==> config.mk <==
export PLATFORM = sky130hd
export DESIGN_NAME = fifo_unpack_flat
export DESIGN_NICKNAME = d
export VERILOG_FILES = /design/src/rtl/fifo_unpack_if.sv /design/src/rtl/fifo_unpack.sv /design/src/flat_wrapper.sv
export SDC_FILE = /design/constraint.sdc
export NUM_CORES = 1
export LEC_CHECK = 0
export CAP_MARGIN = 5
export CORE_MARGIN = 1.5
export CORE_UTILIZATION = 40
export CTS_BUF_LIST = sky130_fd_sc_hd__clkbuf_8
export CTS_CLUSTER_SIZE = 24
export DETAILED_ROUTE_END_ITERATION = 6
export HOLD_SLACK_MARGIN = 0.02
export PLACE_DENSITY = 0.75
export SYNTH_ARGS = -nofsm -noshare
export SYNTH_HDL_FRONTEND = slang
export SYNTH_SLANG_ARGS = --single-unit
==> constraint.sdc <==
create_clock -name clk -period 3.8 [get_ports clk]
set_input_delay 1.14 -clock clk [delete_from_list [all_inputs] [get_ports clk]]
set_output_delay 1.14 -clock clk [all_outputs]
set_load 0.05 [all_outputs]
==> src/rtl/fifo_unpack_if.sv <==
// fifo_unpack_if: word-in / sub-word-out stream bundle.
// master drives words and sinks sub-words; slave is the unpacker.
interface fifo_unpack_if #(
  parameter int IN_WIDTH = 64,
  parameter int RATIO    = 2
);
  localparam int OUT_WIDTH = IN_WIDTH / RATIO;
  localparam int IDXB      = $clog2(RATIO);

  logic [IN_WIDTH-1:0]  a_data;
  logic [IDXB-1:0]      a_offset;
  logic                 a_valid;
  logic                 a_ready;
  logic [OUT_WIDTH-1:0] b_data;
  logic                 b_valid;
  logic                 b_last;
  logic                 b_ready;

  modport master (
    output a_data, a_offset, a_valid, b_ready,
    input  a_ready, b_data, b_valid, b_last
  );

  modport slave (
    input  a_data, a_offset, a_valid, b_ready,
    output a_ready, b_data, b_valid, b_last
  );
endinterface

==> src/rtl/fifo_unpack.sv <==
// fifo_unpack: splits one wide queue entry into RATIO sub-words,
// lowest first, with start offset and flush on redirect.
module fifo_unpack #(
  parameter int IN_WIDTH = 64,
  parameter int RATIO    = 2
) (
  input  logic          clk,
  input  logic          rst,
  input  logic          flush,
  fifo_unpack_if.slave  bus
);
  localparam int OUT_WIDTH = IN_WIDTH / RATIO;
  localparam int IDXB      = $clog2(RATIO);
  localparam logic [IDXB-1:0] LAST = IDXB'(RATIO - 1);

  typedef enum logic {
    EMPTY = 1'b0,
    HOLD  = 1'b1
  } state_t;

  state_t state, state_n;
  logic [IDXB-1:0] idx, idx_n;
  logic [RATIO-1:0][OUT_WIDTH-1:0] buf_data;

  logic load;
  logic at_last;
  logic b_active;
  logic a_active;

  // Handshakes, outputs and next state; flush beats load beats drain.
  always_comb begin
    state_n = state;
    idx_n   = idx;
    load    = 1'b0;

    at_last  = (idx == LAST);
    bus.b_valid = (state == HOLD) & ~flush;
    bus.b_data  = buf_data[idx];
    bus.b_last  = bus.b_valid & at_last;
    b_active    = bus.b_valid & bus.b_ready;
    bus.a_ready = ~flush & ((state == EMPTY) | (b_active & at_last));
    a_active    = bus.a_valid & bus.a_ready;

    if (flush) begin
      state_n = EMPTY;
      idx_n   = '0;
    end else if (a_active) begin
      state_n = HOLD;
      idx_n   = bus.a_offset;
      load    = 1'b1;
    end else if (b_active & at_last) begin
      state_n = EMPTY;
      idx_n   = '0;
    end else if (b_active) begin
      idx_n   = idx + IDXB'(1);
    end
  end

  // State and sub-word index registers.
  always_ff @(posedge clk) begin
    if (rst) begin
      state <= EMPTY;
      idx   <= '0;
    end else begin
      state <= state_n;
      idx   <= idx_n;
    end
  end

  // Word buffer is only meaningful while HOLD, so it is never reset.
  always_ff @(posedge clk) begin
    if (load) buf_data <= bus.a_data;
  end
endmodule
==> src/flat_wrapper.sv <==
// flat-port wrapper written by rule: the top's interface ports become plain ports
module fifo_unpack_flat 
#(
  parameter int IN_WIDTH = 64,
  parameter int RATIO    = 2
)
  (clk, rst, flush, bus_a_data, bus_a_offset, bus_a_valid, bus_b_ready, bus_a_ready, bus_b_data, bus_b_valid, bus_b_last);
  fifo_unpack_if #(.IN_WIDTH(IN_WIDTH), .RATIO(RATIO)) bus_i ();
  input  logic clk;
  input  logic rst;
  input  logic flush;
  input wire logic [$bits(bus_i.a_data)-1:0] bus_a_data;
  input wire logic [$bits(bus_i.a_offset)-1:0] bus_a_offset;
  input wire logic [$bits(bus_i.a_valid)-1:0] bus_a_valid;
  input wire logic [$bits(bus_i.b_ready)-1:0] bus_b_ready;
  output wire logic [$bits(bus_i.a_ready)-1:0] bus_a_ready;
  output wire logic [$bits(bus_i.b_data)-1:0] bus_b_data;
  output wire logic [$bits(bus_i.b_valid)-1:0] bus_b_valid;
  output wire logic [$bits(bus_i.b_last)-1:0] bus_b_last;
  assign bus_i.a_data = bus_a_data;
  assign bus_i.a_offset = bus_a_offset;
  assign bus_i.a_valid = bus_a_valid;
  assign bus_i.b_ready = bus_b_ready;
  assign bus_a_ready = bus_i.a_ready;
  assign bus_b_data = bus_i.b_data;
  assign bus_b_valid = bus_i.b_valid;
  assign bus_b_last = bus_i.b_last;
  fifo_unpack #(.IN_WIDTH(IN_WIDTH), .RATIO(RATIO)) u_core (.clk(clk), .rst(rst), .flush(flush), .bus(bus_i));
endmodule
Word level (Yosys, flattened, before mapping)

Cells that the tools add are included.

Flip-flop bits (word level): 66
Logic and storage cells: 27
Output and inout port bits: 35
Input port bits: 70

Multiplexer cells: 9
Order comparisons: 1
Reductions and logical operators: 3
Bitwise gates (word level): 9
Add/subtract/negate cells: 1

Operators with widths:

| operator              | count |
|---|---|
| $mux W32              | 2 |
| $mux W1               | 7 |
| $and A1 B1 Y1         | 6 |
| $reduce_bool A3 Y1    | 1 |
| $lt A1 B2 Y1 const B  | 1 |
| $not A1 Y1            | 2 |
| $reduce_bool A2 Y1    | 1 |
| $reduce_or A2 Y1      | 1 |
| $add A1 B1 Y1 const B | 1 |
| $or A1 B1 Y1          | 1 |

Depth between registers and ports, before layout

Word-level depth: 9
Mapped depth: 4

Worst setup path before layout

No wires, ideal clock.

Path type: input -> register
From: in bus_b_ready
To: reg u_core.buf_data[0] (netlist bit), enable pin
Buffers on the path: 0
Slack: 0.058 ns
Library setup time: 0.429 ns
Arrival: 3.313 ns
Stages on the path: 3
Path through: nand2_2 > a21oi_2 > and2_1

Longest elaborated chain between the ends: 7

RTL lines:

| item                 | RTL line           | text |
|---|---|---|
| start, declared      | flat_wrapper.sv:15 | `input wire logic [$bits(bus_i.b_ready)-1:0] bus_b_ready;` |
| $and A1 B1 Y1        | fifo_unpack.sv:40  | `b_active = bus.b_valid & bus.b_ready;` |
| $and A1 B1 Y1        | fifo_unpack.sv:41  | `bus.a_ready = ~flush & ((state == EMPTY) \| (b_active & at_last));` |
| $or A1 B1 Y1         | fifo_unpack.sv:41  |  |
| $and A1 B1 Y1        | fifo_unpack.sv:41  |  |
| via bus_a_ready      | flat_wrapper.sv:16 | `output wire logic [$bits(bus_i.a_ready)-1:0] bus_a_ready;` |
| $and A1 B1 Y1        | fifo_unpack.sv:42  | `a_active = bus.a_valid & bus.a_ready;` |
| $mux W1              | fifo_unpack.sv:47  | `end else if (a_active) begin` |
| $mux W1              | fifo_unpack.sv:44  | `if (flush) begin` |
| via u_core.load      | fifo_unpack.sv:25  | `logic load;` |
| end signal, assigned | fifo_unpack.sv:72  | `if (load) buf_data <= bus.a_data;` |
| end, declared        | fifo_unpack.sv:23  | `logic [RATIO-1:0][OUT_WIDTH-1:0] buf_data;` |

The timed path passes the listed nets, and every way through them passes these cells.
A chain may end at the register's enable or synchronous reset.

Worst setup path after layout

From: in flush
To: out bus_b_last

Longest elaborated chain between the ends: 3

RTL lines:

| item            | RTL line           | text |
|---|---|---|
| start, declared | flat_wrapper.sv:11 | `input logic flush;` |
| $not A1 Y1      | fifo_unpack.sv:37  | `bus.b_valid = (state == HOLD) & ~flush;` |
| $and A1 B1 Y1   | fifo_unpack.sv:37  |  |
| $and A1 B1 Y1   | fifo_unpack.sv:39  | `bus.b_last = bus.b_valid & at_last;` |
| end, declared   | flat_wrapper.sv:19 | `output wire logic [$bits(bus_i.b_last)-1:0] bus_b_last;` |

Every way passes these cells.

==> insert_results.sql <==
INSERT INTO impl_metrics (metric_group, metric, value, unit) VALUES
('cts', 'post_cts_hold_buffer_count', '0', ''),
('worst_setup_path', 'crit_start', 'flush', ''),
('cts', 'cts_made_buffers', '9', ''),
('worst_setup_path', 'critPathMaxFanout', '5', ''),
('die', 'die_h', '83.62', 'microns'),
('cts', 'cts_max_level', '3', ''),
('die', 'core_area', '0.006314', 'sq mm'),
('routing', 'route.antenna.remaining_nets', '0', ''),
('timing', 'achievable-frequency', '289.2', 'MHz'),
('cts', 'total_setup_buffers_inserted_after_cts', '0', ''),
('routing', 'drt_wl_total', '4987', 'microns'),
('timing', 'finalCritPeriodShare', '90.98', '%'),
('placement', 'port_buffers', '104', ''),
('timing', 'max-slew-margin-rel', '64.04', '%'),
('worst_setup_path', 'crit_chain', 'clkdlybuf4s50_1 -> nor2b_1 -> and2_1 -> buf_12', ''),
('final_layout', 'layoutNonFillerInstCount', '316', ''),
('pwr', 'power_switching', '0.0003913', 'W'),
('final_layout', 'layout.core_utilization', '61.89', '%'),
('worst_setup_path', 'path_buf_inv', '2', ''),
('routing', 'starting_drc_count_in_detailed_routing', '94', ''),
('cts', 'clock_tree.root_cell', 'sky130_fd_sc_hd__clkbuf_8', ''),
('worst_setup_path', 'worst_path_max_delay_cell', 'sky130_fd_sc_hd__clkdlybuf4s50_1', ''),
('worst_setup_path', 'reg2reg_slack', '1.60', 'ns'),
('pwr', 'internal', '0.001194', 'W'),
('run_status', 'run_status', 'completed', ''),
('cts', 'cts_buffer_depth', '2', ''),
('placement', 'dpl.hpwl', '3525', 'microns'),
('global_route', 'initial_antenna_violation_count', '0', ''),
('yosys', 'synth_warnings', '0', ''),
('cts', 'cts.repair.resized', '0', ''),
('worst_setup_path', 'crit_arrival', '2.32', 'ns'),
('die', 'floorplan.die_area', '0.006992', 'sq mm'),
('final_layout', 'most_common_library_cell_in_the_layout_ignoring_fill_and_taps', 'sky130_fd_sc_hd__clkdlybuf4s50_1', ''),
('timing', 'finalCriticalPeriod', '3.457', 'ns'),
('worst_setup_path', 'critical_path.reg2reg.startpoint', 'u_core.at_last$_SDFFE_PP0P_', ''),
('timing', 'setup-violations-final', '0', ''),
('yosys', 'synthesized_flop_and_latch_total', '66', ''),
('routing', 'first_pass_iteration_count_of_the_detailed_router', '4', ''),
('pwr', 'power_density_over_the_cells', '405.8', 'mW/mm^2'),
('yosys', 'synth_sequential_area_ratio', '75.46', '%'),
('worst_hold_path', 'worst_hold_path_type', 'register to register', ''),
('routing', 'drt_drc_violations_left', '0', ''),
('yosys', 'synth_largest_area_cell', 'sky130_fd_sc_hd__edfxtp_1', ''),
('pwr', 'power.share.combinational', '16.0', '%'),
('routing', 'detailroute.via_count', '1448', ''),
('die', 'pin_count', '105', ''),
('yosys', 'synth.top_cell.area_share', '73.92', '%'),
('cts', 'clk_pin_slew_worst_paths', '0.07', 'ns'),
('yosys', 'ys_types', '22', ''),
('timing', 'final-max-slew-violation-count', '0', ''),
('final_layout', 'flow.area_growth_from_synthesis', '50.29', '%'),
('final_layout', 'n_antenna_cell', '0', ''),
('cts', 'clock-sinks', '66', ''),
('yosys', 'most_area_consuming_cells_after_synthesis', 'sky130_fd_sc_hd__edfxtp_1 (74%), sky130_fd_sc_hd__mux2_4 (16%), sky130_fd_sc_hd__mux2_2 (1.7%)', ''),
('worst_setup_path', 'regToRegEndpoint', 'u_core.buf_data[16]$_DFFE_PP_', ''),
('global_route', 'globalRouteTotalUtil', '15.04', '%'),
('final_layout', 'final_cell_mix', 'sky130_fd_sc_hd__clkdlybuf4s50_1 (101), sky130_fd_sc_hd__edfxtp_1 (64), sky130_fd_sc_hd__mux2_4 (28)', ''),
('final_layout', 'final_layout_size_suffix_gt1_share', '24.27', '%'),
('final_layout', 'final_nets', '304', ''),
('die', 'die_w', '83.62', 'microns'),
('pwr', 'power.ir.vdd_worst', '0.2841', 'mV'),
('worst_setup_path', 'critPathCapture', 'bus_b_last', ''),
('timing', 'worst_pin_slew', '0.5378', 'ns'),
('global_route', 'grt_start_max_net_pins', '43', ''),
('yosys', 'syn-instance-count', '119', ''),
('worst_setup_path', 'worst_setup_path_end_kind', 'output port', ''),
('placement', 'placedCellCount', '300', ''),
('pwr', 'report.power.total', '0.001586', 'W'),
('final_layout', 'multi_input_comb_area', '569.3', 'sq um'),
('final_layout', 'sequential_cell_area', '0.001963', 'sq mm'),
('final_layout', 'fillers', '498', '');
## layout make-up
type | count | share of cell area (%)
clock inverters | 7 | 0.9606
multi-input cells | 48 | 14.57
clock buffers | 9 | 3.170
inverters | 1 | 0.09606
flip-flops and latches | 66 | 50.24
repair buffers | 108 | 28.50
well taps | 77 | 2.466
## worst register-to-register path, stage by stage, from the launching register on
cell	delay, ns
sky130_fd_sc_hd__dfxtp_2	0.56
sky130_fd_sc_hd__buf_4	0.30
sky130_fd_sc_hd__nand2_2	0.10
sky130_fd_sc_hd__a21oi_2	0.21
sky130_fd_sc_hd__and2_2	0.19
sky130_fd_sc_hd__buf_4	0.45
## synthesized netlist by cell type
cell,instances
sky130_fd_sc_hd__a31oi_1,1
sky130_fd_sc_hd__inv_1,1
sky130_fd_sc_hd__dfxtp_1,2
sky130_fd_sc_hd__mux2_4,28
sky130_fd_sc_hd__buf_12,2
sky130_fd_sc_hd__nor2b_1,1
sky130_fd_sc_hd__o21ai_0,2
sky130_fd_sc_hd__a21oi_1,1
sky130_fd_sc_hd__nand3b_1,1
sky130_fd_sc_hd__edfxtp_1,64
sky130_fd_sc_hd__mux2_2,4
sky130_fd_sc_hd__buf_6,1
sky130_fd_sc_hd__and2b_1,1
sky130_fd_sc_hd__o21ai_1,1
sky130_fd_sc_hd__buf_8,1
sky130_fd_sc_hd__a21oi_2,1
sky130_fd_sc_hd__and2_1,2
sky130_fd_sc_hd__nand2_2,1
sky130_fd_sc_hd__nor3_1,1
sky130_fd_sc_hd__nor2_1,1
sky130_fd_sc_hd__nand2b_1,1
sky130_fd_sc_hd__nor3b_2,1
## power groups by stage
| stage | Combinational (W) | Sequential [W] | Clock (W) |
|---|---|---|---|
| 2_1_floorplan | 0.000137 | 0.000858 | 0 |
| 3_5_place_dp | 0.000255 | 0.000862 | 0 |
| 6_report | 0.000254 | 0.000845 | 0.000487 |
| 5_1_grt | 0.000265 | 0.000848 | 0.000540 |
| 4_1_cts | 0.000256 | 0.000846 | 0.000500 |
| 3_3_place_gp | 0.000252 | 0.000859 | 0 |
## registers in the layout, summed over array words and instances, names as in the netlist
signal / flops
u_core.state: 1
u_core.at_last: 1
u_core.buf_data: 64
## layer usage
layer / routed length [microns] / vias to the layer above / global-route usage [%]
met5: 0 / - / 0
met4: 104 / 0 / 7.601
met3: 280 / 8 / 5.638
met2: 2451 / 61 / 23.02
met1: 2151 / 686 / 18.75
li1: - / 693 / -
## cell families after synthesis
family	share of synthesized area (%)
flip-flops	75.46
multiplexers	17.90
AND/OR/NAND/NOR	2.599
AO/OA/AOI/OAI	1.347
buffers and inverters	2.695
## worst min path at each step
stage                               from                          end  slack [ns]  depth (start not counted)
5_1_grt        u_core.state$_SDFFE_PP0P_  u_core.at_last$_SDFFE_PP0P_        0.66                          2
2_1_floorplan  u_core.state$_SDFFE_PP0P_  u_core.at_last$_SDFFE_PP0P_        0.52                          2
3_3_place_gp   u_core.state$_SDFFE_PP0P_    u_core.state$_SDFFE_PP0P_        0.58                          2
6_report       u_core.state$_SDFFE_PP0P_    u_core.state$_SDFFE_PP0P_        0.60                          2
4_1_cts        u_core.state$_SDFFE_PP0P_    u_core.state$_SDFFE_PP0P_        0.60                          2
3_5_place_dp   u_core.state$_SDFFE_PP0P_  u_core.at_last$_SDFFE_PP0P_        0.58                          2
## stage by stage
stage / setup WS (ns) / area [sq um] / hold slack (ns)
6_report: 0.3427 / 3908 / 0.5993
5_1_grt: 0.3040 / 3908 / 0.6563
4_1_cts: 0.3378 / 3908 / 0.6000
3_5_place_dp: 0.3366 / 3746 / 0.5780
3_3_place_gp: 0.3497 / 3746 / 0.5796
2_1_floorplan: 0.05816 / 2600 / 0.5241
Power figures use the tool's default switching activity.
